$ cat config.mk
export PLATFORM = sky130hd
export DESIGN_NAME = control_micro_mc
export DESIGN_NICKNAME = d
export VERILOG_FILES = /design/src/rtl/control_micro_mc.sv
export SDC_FILE = /design/constraint.sdc
export NUM_CORES = 1
export LEC_CHECK = 0
export CAP_MARGIN = 40
export CELL_PAD_IN_SITES_DETAIL_PLACEMENT = 0
export CELL_PAD_IN_SITES_GLOBAL_PLACEMENT = 2
export CORE_UTILIZATION = 37
export DETAILED_ROUTE_END_ITERATION = 6
export DONT_BUFFER_PORTS = 1
export GPL_ROUTABILITY_DRIVEN = 0
export PLACE_DENSITY_LB_ADDON = 0.1
export SYNTH_ARGS = -nofsm -noshare
export SYNTH_HDL_FRONTEND = slang
export SYNTH_SLANG_ARGS = --single-unit
$ cat constraint.sdc
create_clock -name clk -period 1.95 [get_ports clk]
set_input_delay 0.39 -clock clk [delete_from_list [all_inputs] [get_ports clk]]
set_output_delay 0.39 -clock clk [all_outputs]
set_load 0.02 [all_outputs]
$ cat src/rtl/control_micro_mc.sv
// Multi-cycle microcontroller control unit: FETCH/DECODE/EXEC/MEM sequencing, datapath
// selects, register write strobe, data-memory handshake with timeout and the program counter.
module control_micro_mc #(
  parameter int unsigned DATA_W      = 8,
  parameter int unsigned ADDR_W      = 8,
  parameter int unsigned REG_BITS    = 3,
  parameter int unsigned MEM_TIMEOUT = 15,
  parameter int unsigned RESET_PC    = 0
) (
  input  logic                    clk,
  input  logic                    rst,
  input  logic [3+2*REG_BITS-1:0] i_instruccion,
  input  logic                    i_instr_valid,
  input  logic [DATA_W-1:0]       Rx,
  input  logic [2:0]              Ban,
  input  logic                    i_mem_ack,
  output logic [2:0]              Sel_op,
  output logic [2*REG_BITS-1:0]   Sel_reg,
  output logic                    W,
  output logic [1:0]              Sel_outbus,
  output logic [2:0]              Sel_DW,
  output logic                    o_mem_req,
  output logic                    o_mem_we,
  output logic [ADDR_W-1:0]       o_direccion_instruccion,
  output logic                    o_busy,
  output logic                    o_error
);

  localparam int unsigned IW   = 3 + 2 * REG_BITS;
  localparam int unsigned CntW = (MEM_TIMEOUT > 1) ? $clog2(MEM_TIMEOUT) : 1;
  localparam logic [CntW-1:0]   CntLast = CntW'(MEM_TIMEOUT - 1);
  localparam logic [ADDR_W-1:0] PcRst   = ADDR_W'(RESET_PC);

  typedef enum logic [1:0] {StFetch, StDecode, StExec, StMem} state_e;

  state_e          state_q;
  logic [2:0]      op_q;
  logic [2:0]      fn_q;
  logic [CntW-1:0] cnt_q;
  logic            taken;
  logic [ADDR_W-1:0] pc_inc;

  assign pc_inc = o_direccion_instruccion + ADDR_W'(1);

  // Jump condition over flags {N,C,Z}.
  always_comb begin
    taken = 1'b0;
    unique case (fn_q)
      3'b000:  taken = 1'b1;
      3'b001:  taken = Ban[0];
      3'b010:  taken = ~Ban[0];
      3'b011:  taken = Ban[1];
      3'b100:  taken = ~Ban[1];
      3'b101:  taken = Ban[2];
      3'b110:  taken = ~Ban[2];
      3'b111:  taken = 1'b0;
      default: taken = 1'b0;
    endcase
  end

  always_ff @(posedge clk or negedge rst) begin
    if (!rst) begin
      state_q                 <= StFetch;
      op_q                    <= '0;
      fn_q                    <= '0;
      cnt_q                   <= '0;
      o_direccion_instruccion <= PcRst;
      Sel_op                  <= '0;
      Sel_reg                 <= '0;
      W                       <= 1'b0;
      Sel_outbus              <= '0;
      Sel_DW                  <= '0;
      o_mem_req               <= 1'b0;
      o_mem_we                <= 1'b0;
      o_busy                  <= 1'b0;
      o_error                 <= 1'b0;
    end else begin
      W          <= 1'b0;
      Sel_outbus <= '0;
      Sel_DW     <= '0;
      unique case (state_q)
        StFetch: begin
          if (i_instr_valid) begin
            op_q    <= i_instruccion[IW-1 -: 3];
            fn_q    <= i_instruccion[2:0];
            Sel_reg <= i_instruccion[2*REG_BITS-1:0];
            o_busy  <= 1'b1;
            state_q <= StDecode;
          end
        end
        StDecode: begin
          cnt_q <= '0;
          unique case (op_q)
            3'b001: begin
              state_q    <= StMem;
              o_mem_req  <= 1'b1;
              o_mem_we   <= 1'b0;
              Sel_DW     <= 3'b100;
              Sel_outbus <= 2'd2;
            end
            3'b010: begin
              state_q    <= StMem;
              o_mem_req  <= 1'b1;
              o_mem_we   <= 1'b1;
              Sel_DW     <= 3'b010;
              Sel_outbus <= 2'd1;
            end
            3'b011: begin
              state_q    <= StMem;
              o_mem_req  <= 1'b1;
              o_mem_we   <= 1'b1;
              Sel_DW     <= 3'b010;
              Sel_outbus <= 2'd3;
            end
            3'b000: begin
              state_q    <= StExec;
              W          <= 1'b1;
              Sel_DW     <= 3'b001;
              Sel_outbus <= 2'd1;
            end
            3'b100: begin
              state_q    <= StExec;
              W          <= 1'b1;
              Sel_DW     <= 3'b001;
              Sel_outbus <= 2'd3;
            end
            3'b101: begin
              state_q    <= StExec;
              Sel_op     <= fn_q;
              W          <= 1'b1;
              Sel_DW     <= 3'b001;
              Sel_outbus <= 2'd0;
            end
            default: state_q <= StExec;
          endcase
        end
        StExec: begin
          state_q <= StFetch;
          o_busy  <= 1'b0;
          Sel_op  <= '0;
          o_direccion_instruccion <= (op_q == 3'b110 && taken) ? ADDR_W'(Rx) : pc_inc;
        end
        StMem: begin
          // Ack is tested first so an ack in the final allowed cycle still completes cleanly.
          if (i_mem_ack || cnt_q == CntLast) begin
            state_q                 <= StFetch;
            o_busy                  <= 1'b0;
            o_mem_req               <= 1'b0;
            o_mem_we                <= 1'b0;
            cnt_q                   <= '0;
            o_direccion_instruccion <= pc_inc;
            if (i_mem_ack) begin
              if (op_q == 3'b001) begin
                W          <= 1'b1;
                Sel_DW     <= 3'b100;
                Sel_outbus <= 2'd2;
              end
            end else begin
              o_error <= 1'b1;
            end
          end else begin
            cnt_q      <= cnt_q + CntW'(1);
            Sel_DW     <= Sel_DW;
            Sel_outbus <= Sel_outbus;
          end
        end
        default: state_q <= StFetch;
      endcase
    end
  end

endmodule

==> impl_metrics.json <==
{
  "status": "finished, final reports clean",
  "slew_headroom_pct": 72.87,
  "die_w_um": 71.91,
  "syn_inst": 181,
  "skew_ps": 3.820,
  "crit_path_start": "cnt_q[0]$_DFFE_PN0P_",
  "finalHoldViolations": 0,
  "path_class": "flip-flop to flip-flop",
  "p_switching_mw": 1.502,
  "drive_gt1_share_pct": 15.98,
  "n_antenna_cell": 0,
  "wl_per_cell_um": 15.90,
  "p_comb_share_pct": 35.8,
  "dieHeight_um": 71.91,
  "yosysMostFrequentCell": "dfrtp_1",
  "fin_crit_ps": 1766,
  "synth_top_cells_by_area": "dfrtp_1, nand2_1, mux2_2",
  "min_path_type": "input port to flip-flop",
  "seqPwrFrac_pct": 46.0,
  "synth_top_area_share_pct": 49.83,
  "nFillCells": 466,
  "vias_per_cell": 5.345,
  "rsz0062_at_grt": "no",
  "yosys_register_bits": 36,
  "drt_iter0_drc": 86,
  "slew_violations": 0,
  "synth.distinct_cells": 44,
  "layout.nets": 220,
  "postRouteAntennaNets": 0,
  "swShare_pct": 42.64,
  "synthMuxAreaShare_pct": 7.682,
  "synth_xor_area_share_pct": 0,
  "insertion_delay_ps": 280,
  "dr_total_vias": 1395,
  "clockPowerShare_pct": 18.2,
  "irDropWorstVdd_mv": 0.6161,
  "grt_usage_pct": 17.60,
  "cts_max_level": 2,
  "hold_path_depth": 2,
  "crit_required_ps": 2130,
  "cp-end-kind": "flip-flop",
  "timing.final.crit_share_pct": 90.57,
  "critPathArrivalTime_ps": 1940,
  "core_area_um2": 4723,
  "rrSetupSlack_ps": 180,
  "async_reset_ff_share_pct": 100.0,
  "cts_buffers": 5,
  "timing.rr.start": "cnt_q[0]$_DFFE_PN0P_",
  "max_slew.worst_pin.slew_ps": 406.9,
  "reg2reg_depth": 9,
  "grt_pass1_wl_um": 6941,
  "cts-root-buf": "clkbuf_8",
  "port_buffers": 0,
  "synth_flop_cell": "dfrtp_1",
  "start_util_pct": 38.28,
  "p_leak_nw": 0.9347,
  "yosys.area_share.simple_pct": 19.03,
  "r2r-end": "o_direccion_instruccion[6]$_DFFE_PN0P_",
  "cts_tree": "yes",
  "yosysWarningCount": 0,
  "dr.pass1.iters": 4,
  "crit_end": "o_direccion_instruccion[6]$_DFFE_PN0P_",
  "rows": 25,
  "antenna_found_initial": 0,
  "die_area_um2": 5170,
  "power.internal_mw": 2.021,
  "synth_top_family_by_area": "simple AND/OR/NAND/NOR gates",
  "syn_area_um2": 1808,
  "largest_register_ffs": 8,
  "synth_fa_ha_area_share_pct": 2.076,
  "clk_pin_slew_ps": 70,
  "yosys.area.top_type": "dfrtp_1",
  "postPlaceCellArea_um2": 1909,
  "power_density_nw_per_um2": 1696,
  "drt_wl_total_um": 4149,
  "grt_max_degree": 37,
  "gr-total-overflow": 0,
  "avgSynthCellArea_um2": 9.989,
  "grt_pass1_vias": 1408,
  "synth_edf_count": 0,
  "final_area_um2": 2077,
  "clk_path_buf_depth": 2,
  "synth-compound-area-share_pct": 16.68,
  "fmax_mhz": 566.2,
  "setup_viol": 0,
  "maxCapViolCount": 0,
  "synthTopCellsByCount": "dfrtp_1, nand2_1, nand3_1, o21ai_0, inv_1",
  "worstSetupStartpointType": "flip-flop",
  "place_hpwl_um": 2944,
  "syn_nets": 208,
  "setup_tns_ps": 0,
  "synth-seq-area-share_pct": 49.83,
  "clkSinkCount": 36,
  "io_pins": 51,
  "layout-area-overhead-vs-synth_pct": 14.88,
  "worst-path-max-fanout": 10,
  "drc": 0
}
-- power by group through the flow --
stage	Combinational [mW]	Sequential (mW)	Clock, mW
after floorplan	0.904	1.59	0
final	1.26	1.62	0.642
after CTS	1.23	1.63	0.673
after detailed placement	1.20	1.64	0
after global placement	1.16	1.63	0
after global routing	1.41	1.68	0.702
-- logic make-up after synthesis --
group | Yosys count
compound gates | 44
flops | 36
mux | 13
fa+ha+maj | 3
buf+inv | 15
simple gates | 70
-- cells in the final DEF (no fill, tap or decap), types with 2 or more instances in the layout --
master     synthesis  routed
ha_1               3       3
buf_4              1       8
nand2b_1           3       3
nand3_1           15      15
a31oi_1            2       2
nand3b_1           2       2
a21oi_1            5       5
o21a_1             3       3
a21oi_2            2       2
or2_2              2       2
nor2_1             7       6
o211ai_1           2       2
mux2i_1            6       6
buf_12             1       3
nor3_1             3       3
a2bb2oi_1          3       3
nand4_1            2       2
nand2_1           27      27
mux2_2             7       7
inv_1              8       8
o21ai_0           15      15
and3_1             2       2
a22o_1             2       2
dfrtp_1           36      36
clkbuf_8           0       5
-- worst min path at each step --
stage                          start                                     end  slack, ps
floorplan                        rst                   Sel_DW[0]$_DFFE_PN0P_         90
global placement                 rst  o_direccion_instruccion[4]$_DFFE_PN0P_        100
detailed placement               rst  o_direccion_instruccion[4]$_DFFE_PN0P_        100
CTS                 i_instruccion[1]                  Sel_reg[1]$_DFFE_PN0P_        210
global route        i_instruccion[2]                  Sel_reg[2]$_DFFE_PN0P_        220
finish              i_instruccion[1]                  Sel_reg[1]$_DFFE_PN0P_        230
-- layer usage --
metal / GRT usage [%] / vias to the layer above / share of wire (%)
met5: 0 / - / 0
met4: 5.882 / 0 / 1.3
met3: 5.972 / 6 / 6.0
met2: 27.25 / 34 / 46
met1: 23.23 / 680 / 47
li1: - / 675 / -
-- critical path: stages, from the launching register on --
cell     delay [ps]
dfrtp_1         400
inv_1           100
ha_1            170
and3_1          220
o21ai_0         110
buf_4           160
buf_12          130
nor3_1          160
mux2i_1          90
o21a_1          110
-- area by class of cell --
cell class              instances  area, um^2  share of cell area, %
multi-input cells             130       824.5                  39.70
clock buffers                   6       72.57                  3.494
well taps                      67       83.83                  4.036
repair buffers                 12       130.1                  6.265
clock inverters                 2       35.03                  1.687
inverters                       8       30.03                  1.446
flip-flops and latches         36       900.9                  43.37
-- through the flow --
| stage | power [mW] | utilization [%] | hold WS, ps | std cells | setup slack [ps] |
|---|---|---|---|---|---|
| after floorplan | 2.496 | - | 94.41 | 181 | 189.6 |
| after global placement | 2.790 | 40.42 | 95.19 | 249 | 232.6 |
| after detailed placement | 2.837 | 40.42 | 95.16 | 249 | 193.4 |
| after CTS | 3.524 | 43.34 | 211.6 | 259 | 174.4 |
| after global routing | 3.786 | 43.97 | 222.8 | 261 | 50.80 |
| final | 3.523 | 43.97 | 226.4 | 261 | 183.9 |
-- what timing repair did --
item / 4_1_cts / 5_1_grt
hold buffers: 2 / 0
gates resized for setup: 0 / 1
endpoints found under the setup margin: 0 / 2
hold endpoints to repair: 36 / 0
buffers inserted: 0 / 2
No activity file was read; power rests on OpenSTA's default activity.
